==> src/rtl/dsp_counter_terminal_count.sv <==
// Enable-gated 48-bit up-counter with a registered terminal-count flag.
// Either halts at the terminal count or wraps and pulses the flag.
module dsp_counter_terminal_count #(
  parameter string       FIXED_TCOUNT       = "TRUE",
  parameter logic [47:0] FIXED_TCOUNT_VALUE = 48'd375000000,
  parameter string       HALT_AT_TCOUNT     = "TRUE"
) (
  input  logic        clk_i,
  input  logic        rst_i,
  input  logic        count_i,
  input  logic [47:0] tcount_i,
  output logic [47:0] count_o,
  output logic        tcount_reached_o
);

  localparam bit FixedTc = (FIXED_TCOUNT == "TRUE");
  localparam bit HaltTc  = (HALT_AT_TCOUNT == "TRUE");

  // Power-up values match the reset state so no reset is needed before first use.
  logic [47:0] count_q   = '0;
  logic        reached_q = 1'b0;
  logic [47:0] count_d;
  logic        reached_d;

  logic [47:0] termCount;
  logic [47:0] termMinus1;
  logic        atTerm;

  // Matching against TC-1 lets the flag register alongside the final increment.
  assign termCount  = FixedTc ? FIXED_TCOUNT_VALUE : tcount_i;
  assign termMinus1 = termCount - 48'd1;
  assign atTerm     = (count_q == termMinus1);

  always_comb begin
    count_d   = count_q;
    reached_d = reached_q;
    if (HaltTc) begin
      if (count_i && !reached_q) begin
        count_d = count_q + 48'd1;
        if (atTerm) begin
          reached_d = 1'b1;
        end
      end
    end else begin
      reached_d = 1'b0;
      if (count_i) begin
        if (atTerm) begin
          count_d   = '0;
          reached_d = 1'b1;
        end else begin
          count_d = count_q + 48'd1;
        end
      end
    end
  end

  always_ff @(posedge clk_i) begin
    if (rst_i) begin
      count_q   <= '0;
      reached_q <= 1'b0;
    end else begin
      count_q   <= count_d;
      reached_q <= reached_d;
    end
  end

  assign count_o          = count_q;
  assign tcount_reached_o = reached_q;

endmodule

==> config.mk <==
export PLATFORM = sky130hd
export DESIGN_NAME = dsp_counter_terminal_count
export DESIGN_NICKNAME = d
export VERILOG_FILES = /design/src/rtl/dsp_counter_terminal_count.sv
export SDC_FILE = /design/constraint.sdc
export NUM_CORES = 1
export LEC_CHECK = 0
export ABC_AREA = 0
export ABC_CLOCK_PERIOD_IN_PS = 1800
export BUFFER_PORTS_ARGS = -buffer_cell sky130_fd_sc_hd__buf_2
export CORE_UTILIZATION = 43
export CTS_CLUSTER_DIAMETER = 40
export CTS_CLUSTER_SIZE = 16
export DETAILED_ROUTE_END_ITERATION = 16
export GPL_TIMING_DRIVEN = 1
export HOLD_SLACK_MARGIN = 0.12
export PLACE_DENSITY = 0.76
export SYNTH_ARGS = -nofsm -noshare
export SYNTH_HDL_FRONTEND = slang
export SYNTH_SLANG_ARGS = --single-unit
==> constraint.sdc <==
create_clock -name clk_i -period 1.8 [get_ports clk_i]
set_clock_uncertainty 0.05 [all_clocks]
set_input_delay 0.09 -clock clk_i [delete_from_list [all_inputs] [get_ports clk_i]]
set_output_delay 0.09 -clock clk_i [all_outputs]
set_load 0.05 [all_outputs]
# Word level (Yosys, flattened, before mapping)
# Index checks and enable logic that the tools add are counted.
# op_classes
n_eq_ne,1
n_reduce_logical,3
addsub,1
# ops
op,count
$add 48x1->48 const B,1
$eq 48x29->1 const B,1
$reduce_and 2->1,1
$logic_and 1x1->1,1
$logic_not 1->1,1
# word_totals
input_bits,51
out_inout_bits,49
elab_cells,7
register_bits,49

# Depth between registers and ports, before layout
# logic_depth
ltp_word,3
mapped_depth,7
ltp_nobuf,6

# Worst setup path before layout
# OpenSTA, ideal clock, no wires.
# synth_timing
path_kind,reg-to-reg
start,"register count_q[4], in the netlist count_o[4]"
end,"register count_q[43], in the netlist count_o[43]"
setup_time_ns,0.070
n_path_buf,1
synth_period_minus_slack_ns,2.300
path_slack_ns,-0.500
path_stages_with_launch,7
required_time_ns,1.680
arrival_time_ns,2.179
cell_sequence,dfxtp_1 > buf_2 > nand3_1 > nor4_4 > nand4_2 > or4_1 > a21oi_1
# synth_via
elab_chain_len,1
# synth_lines
element,line_no,rtl
"start, declared",20,logic [47:0] count_q = '0;
"start signal, assigned",62,count_q <= count_d;
$add 48x1->48,--,
# Every way passes these cells.
# A chain may end at the register's enable or synchronous reset.

# Worst setup path after layout
# layout_timing
start,"register count_q[4], in the netlist count_o[4]"
end,"register count_q[46], in the netlist count_o[46]"
# Same word-level chain as after synthesis.

==> results by group <==
Yosys
  – Largest area contributor in the netlist: dfxtp_1
  – Mapped Nets: 339
  – Synth Cell Area: 2415 um^2
  – Synth top area share: 40.62%
  – Ys Warns: 0
  – Ranking of synthesized cells by area: dfxtp_1 (41%), nor2_1 (5.9%), xnor2_1 (5.8%), xor2_1 (4.7%), nand3_1 (4.4%)
  – Seq/Total Area, Yosys: 40.62%
  – Syn Area/Cell: 8.414 um^2
  – Seq cells post-synth: 49
  – Post-Synthesis Cells: 287
  – Yosys cell types: 33

Floorplan
  – Height of the die: 76.94 um
  – Die area: 5920 um^2
  – Initial Util: 45.82%
  – # IOs: 100
  – Row cnt: 26
  – Die width: 76.94 um
  – Core Region: 5270 um^2

Placed design
  – Post-place setup slack: -174.8 ps
  – Port buffer count: 51
  – DP HPWL: 4.908 mm
  – Placed inst area: 3313 um^2
  – Post-Place Cells: 453
  – RePlAce Congestion: 0.7952

Timing
  – Minimum clock period: 1928 ps
  – Total negative slack: -1389 ps
  – Worst hold slack: 169.9 ps
  – Final Hold Viols: 0
  – Slew Viols, Final: 0
  – Slew @ Worst Pin: 587.5 ps
  – Worst setup margin: -128.2 ps
  – Slew margin rel.: 60.83%
  – Final setup viols: 21
  – Final critical-path share of the clock period: 107.1%
  – Fmax: 518.6 MHz
  – RSZ-0062 raised after global routing: yes

Critical path
  – Number of buffers and inverters on the critical path: 2
  – Worst EP arrival: 2120 ps
  – Cell Chain, Critical Path: buf_6, nand4_1, nor3_4, nand4_1, buf_6, or3_1, a21oi_1
  – Crit path launch type: register
  – Worst-path maximum fanout: 6
  – Critical path's top delay family: simple AND/OR/NAND/NOR gates
  – Largest stage delay, worst path: 390 ps
  – RR Endpoint: count_o[46]
  – Critical Path RT: 2000 ps
  – Crit Path Category: register to register
  – Worst path slowest cell: dfxtp_4
  – Worst reg2reg setup slack: -130 ps
  – Reg2Reg Launch Point: count_o[4]
  – Worst setup EP type: register
  – Reg2reg path depth: 7

Global route
  – GRT Util Overall: 25.67%
  – Largest net degree at the start of global routing: 27
  – GRT overflow: 0
  – Global-route wire length before repair: 12.04 mm
  – Vias in the first global route: 2541
  – Initial antenna violation count: 0

Power
  – Gate power share: 4.5%
  – Worst IR Drop VDD: 294.2 uV
  – P_int: 1.424 mW
  – Power share of the sequential group: 56.4%
  – Total power: 1.875 mW
  – Pwr Density: 490.7 nW/um^2
  – Clock network fraction of total power: 39.2%
  – Net Sw Frac: 24.04%
  – Leakage power total: 1.646 nW
  – Switching pwr: 0.4509 mW

CTS
  – H-tree depth: 2
  – Reg clk slew, reported paths: 90 ps
  – Inserted Clock Buffers: 5
  – TritonCTS Sinks: 49
  – TritonCTS clock tree: yes
  – CTS root buf: clkbuf_8
  – Clk_lat worst skew: 320 ps
  – CTS max path bufs: 2

Detailed routing
  – Detail Route Antenna Nets: 0
  – Post-DR wirelength/cell: 16.86 um
  – Drt drc: 0
  – Vias per cell: 5.620
  – Via count: 2675
  – Final wirelength: 8.026 mm
  – First-pass iteration count of the detailed router: 4
  – Drt first-iter violations: 174

Run
  – # Max-Cap Violations: 0

Min path
  – Hold_sp: count_i
  – Hold path depth: 5
  – Hold path endpoint: count_o[3]
  – Worst hold-check path type: input port to register

Layout
  – Area Overhead vs Synth: 58.24%
  – Post-route cell area: 3821 um^2
  – # nets final: 457
  – # fillers: 394
  – Non-Filler Instances: 476
  – Final core occ: 72.51%
  – Share of layout cells above drive strength 1: 55.91%
  – Antenna diode count: 0

Run status
  – Violated checks: setup timing
  – Status: finished, violations left
-- cells by family after synthesis --
| kind of cell | after synthesis | synth area share [%] |
|---|---|---|
| and+or+nand+nor | 158 | 37.51 |
| DFF | 49 | 40.62 |
| AOI/OAI and AO/OA | 34 | 7.668 |
| xor gates and xnor gates | 29 | 10.52 |
| buffers and inverters | 14 | 2.280 |
| muxes | 2 | 0.8808 |
| adders and majority gates | 1 | 0.5181 |
-- metal layers --
layer  vias up  global-route usage [%]  wire length, um
met1      1320                   30.41             3298
met5         -                       0                0
met4         0                   11.73              235
met3        16                   5.119              251
li1       1277                       -                -
met2        62                   44.29             4240
-- layout make-up --
cell class,count,area [um^2],area share (%)
clock buffers,7,96.34,2.521
flip-flops and latches,49,1106,28.95
repair buffers,122,833.3,21.81
well taps,70,87.58,2.292
multi-input cells,224,1682,44.01
clock inverters,1,5.005,0.1310
inverters,3,11.26,0.2947
-- placed cells by master (no fill, tap or decap), types with 2 or more instances in the layout --
cell type,netlist,final
or4_1,11,3
o21ai_1,0,2
buf_2,2,51
or4_4,0,8
nor3_1,7,4
xor2_1,13,13
clkbuf_8,0,7
nand3_2,0,4
buf_6,0,12
xnor2_1,16,15
or3_4,0,2
dfxtp_2,0,13
nor3_4,0,4
dfxtp_4,0,29
o21ai_0,11,8
nand2_1,19,18
and2_1,2,2
nand3_1,21,13
or3_1,12,10
dfxtp_1,49,7
o31ai_2,0,3
nor2_1,38,37
nand4_1,16,16
buf_4,0,59
a21oi_2,0,9
a21oi_1,17,8
o31ai_1,6,3
inv_1,3,2
nand3_4,0,4
nor4b_1,2,2
nor4_4,2,6
nor2b_1,3,3
nor4_1,7,4
and3_1,8,7
-- registers in the layout, summed over array words and instances (netlist names) --
signal and flops:
count_o 48, tcount_reached_o 1
-- worst max-delay path by stage --
stage	start	end	slack [ps]	cells past startpoint
final	count_o[4]	count_o[46]	-130	7
after detailed placement	count_o[18]	count_o[41]	-170	7
after CTS	count_o[1]	count_o[35]	-70	6
after global routing	count_o[4]	count_o[40]	-250	7
after global placement	count_o[18]	count_o[41]	-100	7
after floorplan	tcount_reached_o	count_o[41]	-120	5
-- synthesized netlist by cell type, drive strengths merged --
cell / count
dfxtp: 49
nor2: 38
nand3: 21
nand2: 19
a21oi: 17
nand4: 17
xnor2: 16
xor2: 13
or3: 12
nor4: 11
o21ai: 11
or4: 11
clkbuf: 9
and3: 8
nor3: 8
o31ai: 6
inv: 3
nor2b: 3
and2: 2
buf: 2
nand4b: 2
nor4b: 2
or2: 2
and4: 1
ha: 1
mux2: 1
mux2i: 1
nor3b: 1
-- worst reg2reg max path, stage by stage, from the launching register on --
cell and delay, ps:
dfxtp_4 390, buf_6 120, nand4_1 180, nor3_4 260
nand4_1 200, buf_6 200, or3_1 310, a21oi_1 160
-- power groups by stage --
stage          clock, mW  combinational, mW  sequential (mW)
3_3_place_gp           0             0.0704             1.08
5_1_grt            0.791             0.0897             1.06
4_1_cts            0.732             0.0774             1.06
2_1_floorplan          0             0.0275             1.10
6_report           0.734             0.0835             1.06
3_5_place_dp           0             0.0725             1.08
-- timing repair --
action / in CTS / in global routing
pin swaps: 17 / 16
setup endpoints to repair: 23 / 30
hold buffers: 0 / 0
resized for setup: 24 / 46
cloned: 2 / 0
setup buffers: 8 / 7
(Power assumes the default switching activity.)
